<file path="src/rtl/timer_ctrl.sv">
// -----------------------------------------------------------------------------
// timer_ctrl
//
// Bus-facing sequencer for the 16-bit timer core. It holds the CPU-visible
// registers (CTRL, RELOAD, COUNT, STATUS), drives the core strobes, applies a
// programmable prescaler to the core's count-enable, and turns the core's
// sticky interrupt into a write-1-to-clear pending flag with a maskable irq.
//
// Ports
//   clk            system clock, everything on the rising edge
//   rst            synchronous, active-high reset
//   bus_req        access request, held until bus_ack
//   bus_we         1 = write, 0 = read
//   bus_addr       0 CTRL, 1 RELOAD, 2 COUNT (read-only), 3 STATUS
//   bus_wdata      write data
//   bus_rdata      read data, valid while bus_ack is high
//   bus_ack        one-cycle completion pulse
//   irq            pending & ie
//   tmr_cs         core chip select, high in every non-reset cycle
//   tmr_wr         core load strobe (one cycle on enable)
//   tmr_start      core count-enable, one pulse per prescaler period
//   tmr_rd         core snapshot strobe for COUNT reads
//   tmr_datain     reload value presented to the core
//   tmr_clearflag  clears the core's sticky interrupt
//   tmr_intrup     core sticky interrupt
//   tmr_dataout    core count snapshot
//
// CTRL layout: bit0 en, bit1 autoreload, bit2 ie, bits[4 +: prewid] presc.
// timerwid must be at least 4 + prewid so the prescaler field fits in CTRL.
// -----------------------------------------------------------------------------
module timer_ctrl #(
    parameter int timerwid = 16,
    parameter int prewid   = 4
) (
    input  logic                clk,
    input  logic                rst,
    input  logic                bus_req,
    input  logic                bus_we,
    input  logic [1:0]          bus_addr,
    input  logic [timerwid-1:0] bus_wdata,
    output logic [timerwid-1:0] bus_rdata,
    output logic                bus_ack,
    output logic                irq,
    output logic                tmr_cs,
    output logic                tmr_wr,
    output logic                tmr_start,
    output logic                tmr_rd,
    output logic [timerwid-1:0] tmr_datain,
    output logic                tmr_clearflag,
    input  logic                tmr_intrup,
    input  logic [timerwid-1:0] tmr_dataout
);

    typedef enum logic [1:0] {A_CTRL, A_RELOAD, A_COUNT, A_STATUS} addr_t;
    typedef enum logic [1:0] {IDLE, LOAD, RUN} state_t;
    typedef enum logic [1:0] {B_IDLE, B_CNT1, B_CNT2, B_ACK} bus_state_t;

    state_t              state;
    bus_state_t          bus_state;

    logic                ctrl_en;
    logic                ctrl_ar;
    logic                ctrl_ie;
    logic [prewid-1:0]   ctrl_presc;
    logic [timerwid-1:0] reload;
    logic                pending;
    logic [prewid-1:0]   presc_cnt;
    logic                intrup_q;

    // Register-side decode. A request is only taken while the bus FSM is idle,
    // so a write lands on exactly one edge: the accepting one.
    logic accept;
    logic wr_ctrl;
    logic wr_reload;
    logic wr_status_clr;
    logic expiry;

    assign accept        = bus_req && (bus_state == B_IDLE);
    assign wr_ctrl       = accept && bus_we && (addr_t'(bus_addr) == A_CTRL);
    assign wr_reload     = accept && bus_we && (addr_t'(bus_addr) == A_RELOAD);
    assign wr_status_clr = accept && bus_we && (addr_t'(bus_addr) == A_STATUS) && bus_wdata[0];

    // Rising edge of the core's sticky flag; the flag is cleared a cycle later
    // via tmr_clearflag, so each expiry is seen once.
    assign expiry = tmr_intrup && !intrup_q;

    assign tmr_datain = reload;
    assign irq        = pending && ctrl_ie;

    // Write data bits with no register behind them.
    logic unused_wdata;
    assign unused_wdata = ^{bus_wdata[timerwid-1:4+prewid], bus_wdata[3]};

    // Prescaler period is presc+1 cycles; the count wraps after matching presc.
    logic [prewid-1:0] presc_next;
    assign presc_next = (presc_cnt == ctrl_presc) ? '0 : presc_cnt + prewid'(1);

    // Read mux for the single-cycle registers.
    logic [timerwid-1:0] reg_rdata;
    always_comb begin
        // NOTE: every always_comb output gets a default first so no path can
        // leave it unassigned and infer a latch.
        reg_rdata = '0;
        case (addr_t'(bus_addr))
            A_CTRL: begin
                reg_rdata[0]           = ctrl_en;
                reg_rdata[1]           = ctrl_ar;
                reg_rdata[2]           = ctrl_ie;
                reg_rdata[4 +: prewid] = ctrl_presc;
            end
            A_RELOAD: reg_rdata    = reload;
            A_STATUS: reg_rdata[0] = pending;
            default:  reg_rdata    = '0;
        endcase
    end

    // Main sequencer: IDLE -> LOAD -> RUN, plus the registers it owns.
    always_ff @(posedge clk) begin
        // NOTE: state is updated with non-blocking assignments so every
        // flop samples pre-edge values regardless of statement order.
        if (rst) begin
            state         <= IDLE;
            ctrl_en       <= 1'b0;
            ctrl_ar       <= 1'b0;
            ctrl_ie       <= 1'b0;
            ctrl_presc    <= '0;
            reload        <= '0;
            pending       <= 1'b0;
            presc_cnt     <= '0;
            intrup_q      <= 1'b0;
            tmr_cs        <= 1'b0;
            tmr_wr        <= 1'b0;
            tmr_start     <= 1'b0;
            tmr_clearflag <= 1'b0;
        end else begin
            tmr_cs        <= 1'b1;
            tmr_wr        <= 1'b0;
            tmr_start     <= 1'b0;
            intrup_q      <= tmr_intrup;
            tmr_clearflag <= expiry;

            // Set beats clear when both land on the same edge.
            if (expiry)
                pending <= 1'b1;
            else if (wr_status_clr)
                pending <= 1'b0;

            if (wr_reload)
                reload <= bus_wdata;

            if (wr_ctrl) begin
                ctrl_en    <= bus_wdata[0];
                ctrl_ar    <= bus_wdata[1];
                ctrl_ie    <= bus_wdata[2];
                ctrl_presc <= bus_wdata[4 +: prewid];
            end

            // tmr_start is kept equal to (presc_cnt == ctrl_presc) while in RUN,
            // so it is computed from the values the counter is moving to.
            case (state)
                IDLE: begin
                    if (wr_ctrl && bus_wdata[0]) begin
                        state  <= LOAD;
                        tmr_wr <= 1'b1;
                    end
                end
                LOAD: begin
                    state     <= RUN;
                    presc_cnt <= '0;
                    tmr_start <= (ctrl_presc == '0);
                end
                RUN: begin
                    if (wr_ctrl) begin
                        if (!bus_wdata[0]) begin
                            state <= IDLE;
                        end else begin
                            // Re-enable while running only restarts the prescaler.
                            presc_cnt <= '0;
                            tmr_start <= (bus_wdata[4 +: prewid] == '0);
                        end
                    end else if (expiry && !ctrl_ar) begin
                        state   <= IDLE;
                        ctrl_en <= 1'b0;
                    end else begin
                        presc_cnt <= presc_next;
                        tmr_start <= (presc_next == ctrl_presc);
                    end
                end
                default: state <= IDLE;
            endcase
        end
    end

    // Bus handshake. COUNT reads go through the core: strobe rd, give the
    // core a cycle to update dataout, then return it.
    always_ff @(posedge clk) begin
        if (rst) begin
            bus_state <= B_IDLE;
            bus_ack   <= 1'b0;
            bus_rdata <= '0;
            tmr_rd    <= 1'b0;
        end else begin
            bus_ack <= 1'b0;
            tmr_rd  <= 1'b0;
            case (bus_state)
                B_IDLE: begin
                    if (bus_req) begin
                        if (!bus_we && (addr_t'(bus_addr) == A_COUNT)) begin
                            bus_state <= B_CNT1;
                            tmr_rd    <= 1'b1;
                        end else begin
                            bus_state <= B_ACK;
                            bus_ack   <= 1'b1;
                            if (!bus_we)
                                bus_rdata <= reg_rdata;
                        end
                    end
                end
                B_CNT1: bus_state <= B_CNT2;
                B_CNT2: begin
                    bus_state <= B_ACK;
                    bus_ack   <= 1'b1;
                    bus_rdata <= tmr_dataout;
                end
                B_ACK:   bus_state <= B_IDLE;
                default: bus_state <= B_IDLE;
            endcase
        end
    end

endmodule

</file>
<file path="config.mk">
export PLATFORM = sky130hd
export DESIGN_NAME = timer_ctrl
export DESIGN_NICKNAME = d
export VERILOG_FILES = /design/src/rtl/timer_ctrl.sv
export SDC_FILE = /design/constraint.sdc
export NUM_CORES = 1
export LEC_CHECK = 0
export BUFFER_PORTS_ARGS = -buffer_cell sky130_fd_sc_hd__buf_2
export CAP_MARGIN = 20
export CORE_UTILIZATION = 45
export DETAILED_ROUTE_END_ITERATION = 16
export PLACE_DENSITY_LB_ADDON = 0.1
export SYNTH_ARGS = -nofsm -noshare
export SYNTH_HDL_FRONTEND = slang
export SYNTH_SLANG_ARGS = --single-unit
</file>
<file path="constraint.sdc">
create_clock -name clk -period 4.4 [get_ports clk]
set_clock_uncertainty 0.15 [all_clocks]
set_input_delay 0.44 -clock clk [delete_from_list [all_inputs] [get_ports clk]]
set_output_delay 0.44 -clock clk [all_outputs]
set_load 0.05 [all_outputs]
</file>
==> key figures <==
Status
  – Status: completed

Timing
  – Final min period: 2680 ps
  – Count of pins over their slew limit: 0
  – Slew @ Worst Pin: 980 ps
  – Relative slew slack: 0.347
  – Fin Setup TNS: 0 ps
  – RSZ-0062 raised after global routing: false
  – Final setup fails: 0
  – Min Hold Slack: ~200 ps
  – Hold Vio Cnt, Final: 0
  – FMAX: 373 MHz
  – Final cycle utilization of the critical path: 0.610

Worst setup path
  – Crit. End Element: flop
  – WP buf/inv: 3
  – Worst EP arrival: between 2000 and 3000 ps
  – CP delay by family, top: compound AO/OA/AOI/OAI gates
  – CP required: around 4400 ps
  – CP Cell Sequence: inv_1 > ha_1 > inv_1 > o32ai_4 > inv_2 > a221oi_1 > nor3_1
  – Crit-path max FO: 23
  – Crit path largest cell delay: between 600 and 700 ps
  – Setup crit start kind: flop
  – Slowest CP cell: ha_1
  – Worst path most repeated cell: inv_1
  – Crit path kind: flop to flop

Floorplan
  – Chip Width: around 79 um
  – Core Rows: 27
  – Height of the die: 78.6 um
  – Core Area: approximately 5600 um^2
  – Ports: 78
  – Initial core utilization: 0.473
  – Full die area: just over 6000 um^2

Global route
  – Initial antenna violation count: 0
  – GR Util All Layers: 0.226
  – Largest net degree at the start of global routing: between 50 and 60
  – Global-route wire length before repair: roughly 11000 um
  – Gr ovfl total: 0
  – Vias in the first global route: between 2000 and 2500

Detailed routing
  – Final ANT Viol Nets: 0
  – Final Routed Wirelength: 6610 um
  – # DRC: 0
  – Routed vias: 2421
  – WL/cell: around 15 um
  – DR pass1 iterations: 4
  – Drt via density: approximately 5.4
  – Initial drt markers: about 110

Clock tree
  – Postcts setup bufs: 0
  – Clock latency on the worst-skew pair: slightly above 300 ps
  – Gates resized, CTS repair: 0
  – Root Driver: clkbuf_8
  – Hold buffers post-CTS: 0
  – CTS tree: built
  – CTS Buffer Depth: 2
  – CTS buffer count: 5
  – Clock transition at path regs: 100 ps
  – H-tree depth: 2
  – TritonCTS sink count: 55

Pwr
  – Leakage: around 0.0013 uW
  – Sw frac: 0.437
  – Combinational power share: 0.435
  – Clock network fraction of total power: 0.178
  – Max VDD drop: ~0.24 mV
  – PwrDens: 513 nW/um^2
  – Switching power total: between 700 and 800 uW
  – Internal: between 900 and 1000 uW
  – Reg power frac: 0.387
  – Total power: 1610 uW

Synthesis
  – Asr flop ratio synth: 0
  – Synthesis-stage register bit count: 55
  – Post-synth EDFFs: 0
  – Seq/Total Area, Yosys: 0.417
  – Syn Nets: about 360
  – Netlist cell types: around 50
  – Main flop type after synthesis: dfxtp_1
  – Syn Area/Cell: approximately 8.6 um^2
  – Cell area after synthesis: between 2000 and 3000 um^2
  – Yosys warnings: 0
  – Cells after synthesis: roughly 310

Placement
  – Port Buffers: just under 80
  – DPL Wire Length: approximately 4700 um
  – Placer congestion estimate: about 0.81

Flow run
  – Max-cap check violation count: 0

Final layout
  – Synth-to-layout area growth: 18.6%
  – Proportion of layout cells with a drive suffix above 1: 0.287
  – Net count reported at finish: about 420
  – Diode count: 0

Worst hold path
  – Worst hold path class: input pin to flop
[final cells by class]
class / count / area [um^2]
fillers: 566 / 2440
multi-input cells: 226 / 1420
flip-flops and latches: 55 / 1100
repair buffers: 78 / 397
well taps: 72 / 90.1
clock buffers: 5 / 68.8
inverters: 9 / 33.8
clock inverters: 3 / 18.8
[metal layers]
layer  vias up  global-route usage  part of all wire  wire length [um]
met5         -                   0                 0                 0
met4         0              0.0815             0.018               117
met3        11              0.0523             0.059               389
met2        73               0.320              0.42              2780
met1      1109               0.329              0.50              3320
li1       1228                   -                 -                 -
[power groups by stage]
stage	clock network [uW]	registers, uW	logic (uW)
2_1_floorplan	0	840	343
6_report	286	622	698
3_5_place_dp	0	634	697
4_1_cts	293	623	699
3_3_place_gp	0	632	694
5_1_grt	313	631	771
[flip-flops by register name, summed over array words and instances (netlist names), 2 cells and up]
name        count
presc_cnt       4
ctrl_presc      4
bus_rdata      16
bus_state       2
state           2
tmr_datain     16
[placed cells by master, fill, tap and decap left out, drive strengths merged, types with 2 or more instances in the layout]
master and count:
a31oi 3, nor2b 5, buf 78, ha 8, a22oi 6, a21oi 30
or2 2, xor2 5, nand3 6, mux2 7, nand4 2, o21ai 2
mux2i 5, and3 2, or3b 3, o211ai 5, a221oi 9, a21o 2
and2 3, nor3 12, clkinv 2, nand2 52, nor4 2, dfxtp 55
nor4b 2, nor3b 4, nor2 29, clkbuf 5, a211oi 7, inv 10
[logic make-up after synthesis]
kind of cell | synth area share
multiplexers | 0.0488
AND/OR/NAND/NOR | 0.239
adder cells (fa/ha/maj) | 0.0379
flip-flops | 0.417
AO/OA/AOI/OAI | 0.196
XOR/XNOR | 0.0166
buffers and inverters | 0.0441
[worst reg2reg max path: cells and delay by family, from the launching register on]
kind / cells / cell delay, ps
AO/OA/AOI/OAI: 2 / 790
AND/OR/NAND/NOR: 1 / 70
adder cells (fa/ha/maj): 1 / 610
flip-flops: 1 / 310
buffers and inverters: 3 / 600
[cells in the mapped netlist (7+ instances only)]
cell	number	area share
a211oi_1	7	0.020
a21oi_1	30	0.057
a221oi_1	9	0.030
clkbuf_1	11	0.016
dfxtp_1	55	0.42
ha_1	8	0.038
inv_1	8	0.011
mux2_2	7	0.030
nand2_1	52	0.074
nor2_1	29	0.041
nor3_1	12	0.023
[per-stage QoR]
step | util | instance area [um^2] | worst slack [ps] | std cells
after floorplan | - | 2640 | 2460 | 308
after CTS | 0.560 | 3120 | 1700 | 447
after detailed placement | 0.544 | 3030 | 1730 | 439
after global routing | 0.562 | 3130 | 1410 | 448
final | 0.562 | 3130 | 1720 | 448
after global placement | 0.544 | 3030 | 1790 | 439
[path summary, 6_finish.rpt]
path / start / cells after the start / end / slack [ps]
setup reg to reg: bus_state[0] / 7 / bus_rdata[12] / 1720
setup / recovery: bus_state[0] / 7 / bus_rdata[12] / 1720
hold / removal: bus_wdata[11] / 3 / tmr_datain[11] / 200
hold reg to reg: intrup_q / 1 / tmr_clearflag / 290
No activity file was read; power rests on OpenSTA's default activity.
